$ cat src/rtl/uart_pkg.sv
// Shared definitions for the UART receive port: bus addresses, FSM encoding,
// and status register bit positions.
package uart_pkg;
  localparam logic [31:0] RX_DATA_ADDR = 32'hFFFF_FFFC;
  localparam logic [31:0] RX_STAT_ADDR = 32'hFFFF_FFF8;

  typedef enum logic [1:0] {
    ST_IDLE  = 2'd0,
    ST_START = 2'd1,
    ST_DATA  = 2'd2,
    ST_STOP  = 2'd3
  } rx_state_e;

  localparam int STAT_AVAIL = 0;
  localparam int STAT_FULL  = 1;
  localparam int STAT_FERR  = 2;
  localparam int STAT_OVR   = 3;
endpackage

$ cat src/rtl/rx_fifo.sv
// Byte FIFO for received characters; pointers carry an extra wrap bit so
// full and empty are distinguished without a separate count.
module rx_fifo #(
  parameter int ADDR_W = 4
) (
  input  logic       WClk,
  input  logic       PresetFull,
  input  logic       push,
  input  logic       pop,
  input  logic [7:0] wdata,
  output logic [7:0] head,
  output logic       full,
  output logic       empty
);
  localparam int DEPTH = 1 << ADDR_W;

  logic [7:0]      mem_q [DEPTH];
  logic [ADDR_W:0] wp_q, wp_d, rp_q, rp_d;
  logic            do_push, do_pop;

  assign empty   = (wp_q == rp_q);
  assign full    = (wp_q[ADDR_W] != rp_q[ADDR_W]) &&
                   (wp_q[ADDR_W-1:0] == rp_q[ADDR_W-1:0]);
  // A pop on a full FIFO does not open a slot for a same-cycle push.
  assign do_push = push && !full;
  assign do_pop  = pop && !empty;
  assign head    = mem_q[rp_q[ADDR_W-1:0]];

  always_comb begin
    wp_d = wp_q;
    rp_d = rp_q;
    if (do_push) wp_d = wp_q + 1'b1;
    if (do_pop)  rp_d = rp_q + 1'b1;
  end

  always_ff @(posedge WClk or posedge PresetFull) begin
    if (PresetFull) begin
      wp_q <= '0;
      rp_q <= '0;
    end else begin
      wp_q <= wp_d;
      rp_q <= rp_d;
    end
  end

  always_ff @(posedge WClk) begin
    if (do_push) mem_q[wp_q[ADDR_W-1:0]] <= wdata;
  end
endmodule

$ cat src/rtl/uart_rx_port.sv
// Memory-mapped 8N1 UART receiver: 16x oversampling deframer feeding a byte
// FIFO, with data/status registers on the 32-bit CPU bus.
module uart_rx_port
  import uart_pkg::*;
#(
  parameter int          DIV       = 27,
  parameter int          ADDR_W    = 4,
  parameter logic [31:0] DATA_ADDR = RX_DATA_ADDR,
  parameter logic [31:0] STAT_ADDR = RX_STAT_ADDR
) (
  input  logic        WClk,
  input  logic        PresetFull,
  input  logic        rx,
  input  logic        re,
  input  logic [31:0] address,
  output logic [31:0] dataOut,
  output logic        rx_avail
);
  localparam int CW = (DIV > 2) ? $clog2(DIV) : 1;

  logic          sync1_q, rxs_q;
  logic [CW-1:0] div_q, div_d;
  logic          tick;
  rx_state_e     state_q, state_d;
  logic [3:0]    sc_q, sc_d;
  logic [2:0]    bi_q, bi_d;
  logic [7:0]    sh_q, sh_d;
  logic          ovr_q, ovr_d, ferr_q, ferr_d;
  logic          push, set_ovr, set_ferr;
  logic          sel_data, sel_stat;
  logic [7:0]    head;
  logic          full, empty;

  assign tick     = (div_q == CW'(DIV - 1));
  assign div_d    = tick ? '0 : div_q + 1'b1;
  assign sel_data = (address == DATA_ADDR);
  assign sel_stat = (address == STAT_ADDR);
  assign rx_avail = !empty;

  always_ff @(posedge WClk or posedge PresetFull) begin
    if (PresetFull) begin
      sync1_q <= 1'b1;
      rxs_q   <= 1'b1;
      div_q   <= '0;
      state_q <= ST_IDLE;
      sc_q    <= '0;
      bi_q    <= '0;
      sh_q    <= '0;
      ovr_q   <= 1'b0;
      ferr_q  <= 1'b0;
    end else begin
      sync1_q <= rx;
      rxs_q   <= sync1_q;
      div_q   <= div_d;
      state_q <= state_d;
      sc_q    <= sc_d;
      bi_q    <= bi_d;
      sh_q    <= sh_d;
      ovr_q   <= ovr_d;
      ferr_q  <= ferr_d;
    end
  end

  always_comb begin
    state_d  = state_q;
    sc_d     = sc_q;
    bi_d     = bi_q;
    sh_d     = sh_q;
    push     = 1'b0;
    set_ovr  = 1'b0;
    set_ferr = 1'b0;
    case (state_q)
      ST_IDLE: begin
        if (!rxs_q) begin
          state_d = ST_START;
          sc_d    = '0;
        end
      end
      ST_START: begin
        // Half a bit in, the line must still be low or the edge was a glitch.
        if (tick) begin
          if (sc_q == 4'd7) begin
            if (!rxs_q) begin
              state_d = ST_DATA;
              sc_d    = '0;
              bi_d    = '0;
            end else begin
              state_d = ST_IDLE;
            end
          end else begin
            sc_d = sc_q + 4'd1;
          end
        end
      end
      ST_DATA: begin
        if (tick) begin
          if (sc_q == 4'd15) begin
            sh_d = {rxs_q, sh_q[7:1]};
            sc_d = '0;
            if (bi_q == 3'd7) state_d = ST_STOP;
            else              bi_d    = bi_q + 3'd1;
          end else begin
            sc_d = sc_q + 4'd1;
          end
        end
      end
      ST_STOP: begin
        if (tick) begin
          if (sc_q == 4'd15) begin
            state_d = ST_IDLE;
            if (!rxs_q)    set_ferr = 1'b1;
            else if (full) set_ovr  = 1'b1;
            else           push     = 1'b1;
          end else begin
            sc_d = sc_q + 4'd1;
          end
        end
      end
      default: state_d = ST_IDLE;
    endcase
  end

  // A status read clears the sticky flags unless a new event lands that cycle.
  always_comb begin
    ovr_d  = set_ovr  || (ovr_q  && !(re && sel_stat));
    ferr_d = set_ferr || (ferr_q && !(re && sel_stat));
  end

  always_comb begin
    dataOut = '0;
    if (sel_data) begin
      if (!empty) dataOut = {24'b0, head};
    end else if (sel_stat) begin
      dataOut[STAT_AVAIL] = !empty;
      dataOut[STAT_FULL]  = full;
      dataOut[STAT_FERR]  = ferr_q;
      dataOut[STAT_OVR]   = ovr_q;
    end
  end

  rx_fifo #(.ADDR_W(ADDR_W)) u_fifo (
    .WClk       (WClk),
    .PresetFull (PresetFull),
    .push       (push),
    .pop        (re && sel_data),
    .wdata      (sh_q),
    .head       (head),
    .full       (full),
    .empty      (empty)
  );
endmodule

$ cat config.mk
export PLATFORM = sky130hd
export DESIGN_NAME = uart_rx_port
export DESIGN_NICKNAME = d
export VERILOG_FILES = /design/src/rtl/uart_pkg.sv /design/src/rtl/rx_fifo.sv /design/src/rtl/uart_rx_port.sv
export SDC_FILE = /design/constraint.sdc
export NUM_CORES = 1
export LEC_CHECK = 0
export CAP_MARGIN = 40
export CORE_ASPECT_RATIO = 1.2
export CORE_MARGIN = 4
export CORE_UTILIZATION = 25
export DETAILED_ROUTE_END_ITERATION = 16
export SYNTH_ARGS = -nofsm -noshare
export SYNTH_HDL_FRONTEND = slang
export SYNTH_SLANG_ARGS = --single-unit
$ cat constraint.sdc
create_clock -name WClk -period 3.17 [get_ports WClk]
set_clock_uncertainty 0.1 [all_clocks]
set_input_delay 0.951 -clock WClk [delete_from_list [all_inputs] [get_ports WClk]]
set_output_delay 0.951 -clock WClk [all_outputs]
set_load 0.05 [all_outputs]
==> impl_metrics.yaml, run 1 <==
status:
  status: "finished, violations left"
  violations: "negative setup slack"
sta:
  fmax_ghz: 0.283
  fin_crit_sh_pct: 112
  rsz0062_at_grt: "true"
  whs_ns: 0.257
  layout_setup_ws_ns: -0.367
  post-route-min-period_ns: 3.54
  maxSlewViolCount: 0
  hold_viol: 0
  worst_slew_pin_slew_ns: 0.649
  setup_viol: 8
  relSlewSlack_pct: 56.7
detailed_routing:
  num_vias: 3836
  wirelength_um: 15000
  avgRoutedWirePerCell_um: 16.8
  firstDrtPassIters: 6
  drc: 0
  drtIter0Drc: 250
  vias_per_cell: 4.30
  drtAntennaViolNets: 0
clock_network:
  cts-buffers-inserted: 17
  insertion_delay_ns: 0.42
  cts.clk_slew.worst_paths_ns: 0.06
  cts_buffer_depth: 2
  root_buffer: "clkbuf_16"
  cts.hold.buffers_added: 0
  clock-sinks: 164
  cts_htree_levels: 4
  cts_tree: "done"
synthesis:
  synth-seq-cells: 164
  synth_area_leaders: "edfxtp_1 (54%), dfrtp_1 (12%), mux4_2 (11%)"
  yosysTopAreaCell: "edfxtp_1"
  synth_edf_count: 128
  netlist_instances: 424
  avgSynthCellArea_um2: 16.7
  netlist_area_um2: 7090
  synth_async_sr_flop_share_pct: 22.0
  yosysWarnings: 0
  seq_area_frac_synth_pct: 67.0
  synth_top_area_share_pct: 54.2
  synth-main-ff-cell: "edfxtp_1"
  ys_types: 46
global_routing:
  grt_overflow: 0
  grt_pass1_wl_um: 23600
  antenna_found_initial: 0
  grt_max_degree: 37
  grt_usage_pct: 9.88
  grt_pass1_vias: 4147
floorplanning:
  dieWidth_um: 162
  fp.dieH_um: 192
  start_util_pct: 25.4
  rows: 67
  dieArea_um2: 31100
  coreArea_um2: 27900
  num_io_pins: 69
setup_path:
  cp_max_fo: 7
  critPathMaxStageDelay_ns: 0.55
  arrival_ns: 2.49
  cp_cell_sequence: "clkbuf_2 -> nand4_1 -> or4_4 -> a2111oi_4 -> buf_6 -> a32o_2 -> buf_12"
  crit_required_ns: 2.12
  crit_type: "input pin to output port"
  worst_setup_path_start_kind: "input pin"
  cp-end-kind: "output port"
  crit_slowest_cell: "or4_4"
layout:
  fillers: 2694
  layout_commonest_cell: "edfxtp_1"
  final_cell_mix: "edfxtp_1 (128), mux4_2 (35), dfrtp_1 (34)"
  area_delta_synth_final_pct: 23.4
  drive_above_1_share_pct: 32.7
  num-nets-final: 547
  final_cells: 893
  diodes: 0
placement:
  placed_cells: 857
  routabilityCongestion: 0.753
  io_buffers: 44
  hpwl_um: 10700
worst_hold_path:
  hp-class: "flip-flop to flip-flop"
power_and_ir_drop:
  power_density_nw_per_um2: 506
  p_leak_nw: 2.81
  ir_drop_mv: 0.369
flow_run:
  cap_violations: 0
## synthesized netlist by cell type, types with 3 or more instances
cell type and number:
mux2_2 13, a22oi_1 4, buf_2 4, mux2i_1 3
nor3_1 3, mux4_2 35, xor2_1 7, buf_4 27
o21ai_0 6, and2_1 3, a21oi_1 3, and2_2 4
nand3_1 15, nor2b_1 4, a22o_1 3, buf_1 4
clkbuf_1 7, a32o_1 3, xnor2_1 11, and3_1 19
nand2_1 15, edfxtp_1 128, nand4_1 11, nor2_1 18
inv_1 9, dfrtp_1 34, ha_1 10
## flip-flops by register name (all words and copies together), names as in the netlist, 3 cells and up, named ones only
register,flops
bi_q,3
sc_q,4
u_fifo.rp_q,5
div_q,5
u_fifo.mem_q,128
sh_q,8
u_fifo.wp_q,5
## where the power goes
group | leakage (nW) | switching [mW] | total, mW | internal (mW)
registers | 1.35 | 0.00183 | 2.30 | 2.29
clock network | 0.275 | 0.843 | 2.02 | 1.18
logic | 1.19 | 0.0827 | 0.110 | 0.0274
total | 2.81 | 0.927 | 4.43 | 3.50
## worst max-delay path, delay by kind of cell
family | cells | cell delay [ns]
AND/OR/NAND/NOR | 2 | 0.63
AO/OA/AOI/OAI | 2 | 0.48
buffers and inverters | 3 | 0.42
## path summary, 6_finish.rpt
path	from	to	slack [ns]	cells past startpoint
setup / recovery	address[20]	dataOut[3]	-0.37	7
hold / removal	sync1_q	rxs_q	0.26	0
setup reg to reg	div_q[0]	u_fifo.mem_q[9][1]	0.57	7
hold reg to reg	sync1_q	rxs_q	0.26	0
max in group asynchronous	PresetFull	sync1_q	1.77	3
min in group asynchronous	PresetFull	div_q[2]	0.85	3
## stage by stage
stage               setup TNS [ns]  power, mW  util [%]  area [µm²]  worst slack [ns]
floorplan                    -2.02       2.44         -        7200            -0.307
global placement             -6.23       2.46      29.3        8190            -0.771
detailed placement           -6.48       2.46      29.3        8190            -0.795
CTS                          -3.46       4.46      31.3        8750            -0.448
global route                 -3.20       4.56      31.3        8740            -0.428
finish                       -2.72       4.43      31.3        8740            -0.367
## metal layers
metal	track usage, %	share of wire, %	wire length, µm
met1	10.9	38	5680
met2	18.9	58	8740
met3	2.09	2.9	436
met4	2.96	1.2	176
met5	0	0	0
## cell families (layout without fill, tap and decap cells)
group,Yosys count,in the layout,synth area share (%)
AO/OA/AOI/OAI,28,28,3.14
buffers and inverters,52,119,4.27
other,1,24,0.0529
multiplexers,52,52,13.8
XOR/XNOR,18,18,2.22
AND/OR/NAND/NOR,99,99,7.75
adder cells (fa/ha/maj),10,10,1.77
flip-flops,164,164,67.0
## area by class of cell
class	count	area, µm²	area share [%]
Inverter	9	33.8	0.386
Sequential cell	164	4750	54.3
Clock inverter	12	149	1.70
Timing Repair Buffer	78	727	8.31
Clock buffer	20	437	4.99
Multi-Input combinational cell	231	2180	24.9
Tap cell	379	474	5.42
## repair_timing
action	CTS	global route
buffers inserted	3	1
endpoints found under the hold margin	0	0
endpoints found under the setup margin	9	9
pin swaps	13	9
resized for setup	60	42
(Power assumes the default switching activity.)
==> run 2: changes to the inputs <==
--- a/config.mk
+++ b/config.mk
@@ -7,7 +7,6 @@
 export LEC_CHECK = 0
 export CAP_MARGIN = 40
 export CORE_ASPECT_RATIO = 1.2
-export CORE_MARGIN = 4
 export CORE_UTILIZATION = 25
 export DETAILED_ROUTE_END_ITERATION = 16
 export SYNTH_ARGS = -nofsm -noshare
==> run 2 against run 1 <==
The flow still finishes with violations (negative setup slack). Die area is 6.7% lower. Non-clock buffer count decreased by 2. Combinational power about the same. Maximum frequency decreased by 0.17%. Count of clock-buffer cells in the layout down 1. Sequential share of layout area decreased by 0.21 points. Cell area up 0.41%. Critical path type unchanged.
==> impl_metrics.yaml, run 2 (synthesized netlist as in run 1, its figures left out) <==
clock_network:
  cts_buffer_depth: 2
  clock-sinks: 164
  cts.hold.buffers_added: 0
  cts.clk_slew.worst_paths_ns: 0.06
  insertion_delay_ns: 0.42
  cts_tree: "done"
  cts-buffers-inserted: 17
  root_buffer: "clkbuf_16"
  cts_htree_levels: 4
placement:
  routabilityCongestion: 0.768
  io_buffers: 44
  place_area_um2: 8130
  place_ws_ns: -0.815
  hpwl_um: 9960
setup_path:
  crit_type: "input pin to output port"
  cp_max_fo: 7
  crit_required_ns: 2.12
  arrival_ns: 2.49
  worst_setup_path_start_kind: "input pin"
  cp-end-kind: "output port"
detailed_routing:
  drtIter0Drc: 259
  num_vias: 3880
  drc: 0
  avgRoutedWirePerCell_um: 16.2
  vias_per_cell: 4.35
  wirelength_um: 14400
  firstDrtPassIters: 4
  drtAntennaViolNets: 0
sta:
  post-route-min-period_ns: 3.54
  hold_viol: 0
  maxSlewViolCount: 0
  rsz0062_at_grt: "true"
  whs_ns: 0.257
  setup_viol: 8
  layout_setup_ws_ns: -0.373
  relSlewSlack_pct: 58.5
  worst_slew_pin_slew_ns: 0.622
  fin_crit_sh_pct: 112
  fmax_ghz: 0.282
global_routing:
  grt_pass1_wl_um: 22500
  antenna_found_initial: 0
  grt_max_degree: 37
  grt_usage_pct: 10.3
  grt_pass1_vias: 3995
  grt_overflow: 0
floorplanning:
  start_util_pct: 25.4
  dieArea_um2: 29000
  coreArea_um2: 27900
  rows: 67
  dieWidth_um: 156
  num_io_pins: 69
  fp.dieH_um: 186
power_and_ir_drop:
  power_density_nw_per_um2: 513
  p_clk_share_pct: 46.5
  internal-power_mw: 3.58
  pwr-share-comb_pct: 2.4
  seq_power_share_pct: 51.0
  p_leak_nw: 2.82
  ir_drop_mv: 0.380
  switching_power_mw: 0.923
  swShare_pct: 20.5
status:
  status: "finished, violations left"
  violations: "negative setup slack"
worst_hold_path:
  hp-class: "flip-flop to flip-flop"
layout:
  layout_commonest_cell: "edfxtp_1"
  fin_area_um2: 8780
  area_delta_synth_final_pct: 23.9
  fillers: 2664
  num-nets-final: 545
  post-route-util_pct: 31.5
  diodes: 0
  largest_reg_flops: 128
  drive_above_1_share_pct: 31.4
  final_cell_mix: "edfxtp_1 (128), mux4_2 (35), dfrtp_1 (33)"
flow_run:
  cap_violations: 0
[run 2: cell count changes in the layout (fill, tap and decap cells not counted), sizes merged]
cell	delta
buf	+4
inv	+2
clkbuf	-11
clkinv	-3
bufinv	+1
clkinvlp	+1
dlygate4sd2	+4
[run 2: what timing repair did]
action / 4_1_cts / 5_1_grt
setup endpoints to repair: 9 / 9
pin swaps: 16 / 6
resized for setup: 86 / 9
buffers inserted: 2 / 7
cloned: 1 / 0
[run 2: worst max-delay path: stages]
cell and delay [ns]:
clkdlybuf4s15_1 0.17, nand4_1 0.09, or4_4 0.47, a2111oi_4 0.31, buf_6 0.19, a32o_2 0.16, buf_12 0.14
[run 2: final timing paths]
check                               start                 end  slack (ns)  cells after the start
hold reg to reg                   sync1_q               rxs_q        0.26                      0
setup / recovery              address[31]          dataOut[3]       -0.37                      7
min in group asynchronous      PresetFull      u_fifo.wp_q[0]        0.85                      3
hold / removal                    sync1_q               rxs_q        0.26                      0
max in group asynchronous      PresetFull      u_fifo.rp_q[0]        1.76                      3
setup reg to reg           u_fifo.rp_q[0]  u_fifo.mem_q[1][1]        0.37                      8
[run 2: power groups by stage]
stage          clock (mW)  combinational [mW]  sequential [mW]
6_report             2.10               0.110             2.30
5_1_grt              2.21               0.118             2.29
3_5_place_dp            0               0.124             2.34
3_3_place_gp            0               0.122             2.34
2_1_floorplan           0              0.0956             2.34
4_1_cts              2.12               0.109             2.30
[run 2: cell type report]
class                      instances  area [µm²]  share of cell area, %
sequential                       164        4750                   54.1
multi-input combinational        231        2170                   24.7
timing repair buffer              76         751                   8.55
tap                              379         474                   5.40
clock buffer                      19         433                   4.93
clock inverter                    13         174                   1.98
inverter                           9        33.8                  0.385
[run 2: routing by layer]
| layer | part of all wire (%) | GRT usage (%) | wire length (µm) | vias up |
|---|---|---|---|---|
| li1 | - | - | - | 1755 |
| met1 | 39 | 11.4 | 5590 | 2007 |
| met2 | 57 | 19.2 | 8150 | 95 |
| met3 | 2.7 | 1.95 | 387 | 23 |
| met4 | 2.0 | 3.92 | 284 | 0 |
| met5 | 0 | 0 | 0 | - |
[run 2: through the flow]
stage | instances | total power, mW | TNS [ns]
6_report | 891 | 4.50 | -2.83
5_1_grt | 891 | 4.63 | -3.24
4_1_cts | 884 | 4.53 | -3.22
3_5_place_dp | 849 | 2.46 | -6.61
3_3_place_gp | 849 | 2.46 | -6.17
2_1_floorplan | 447 | 2.44 | -2.02
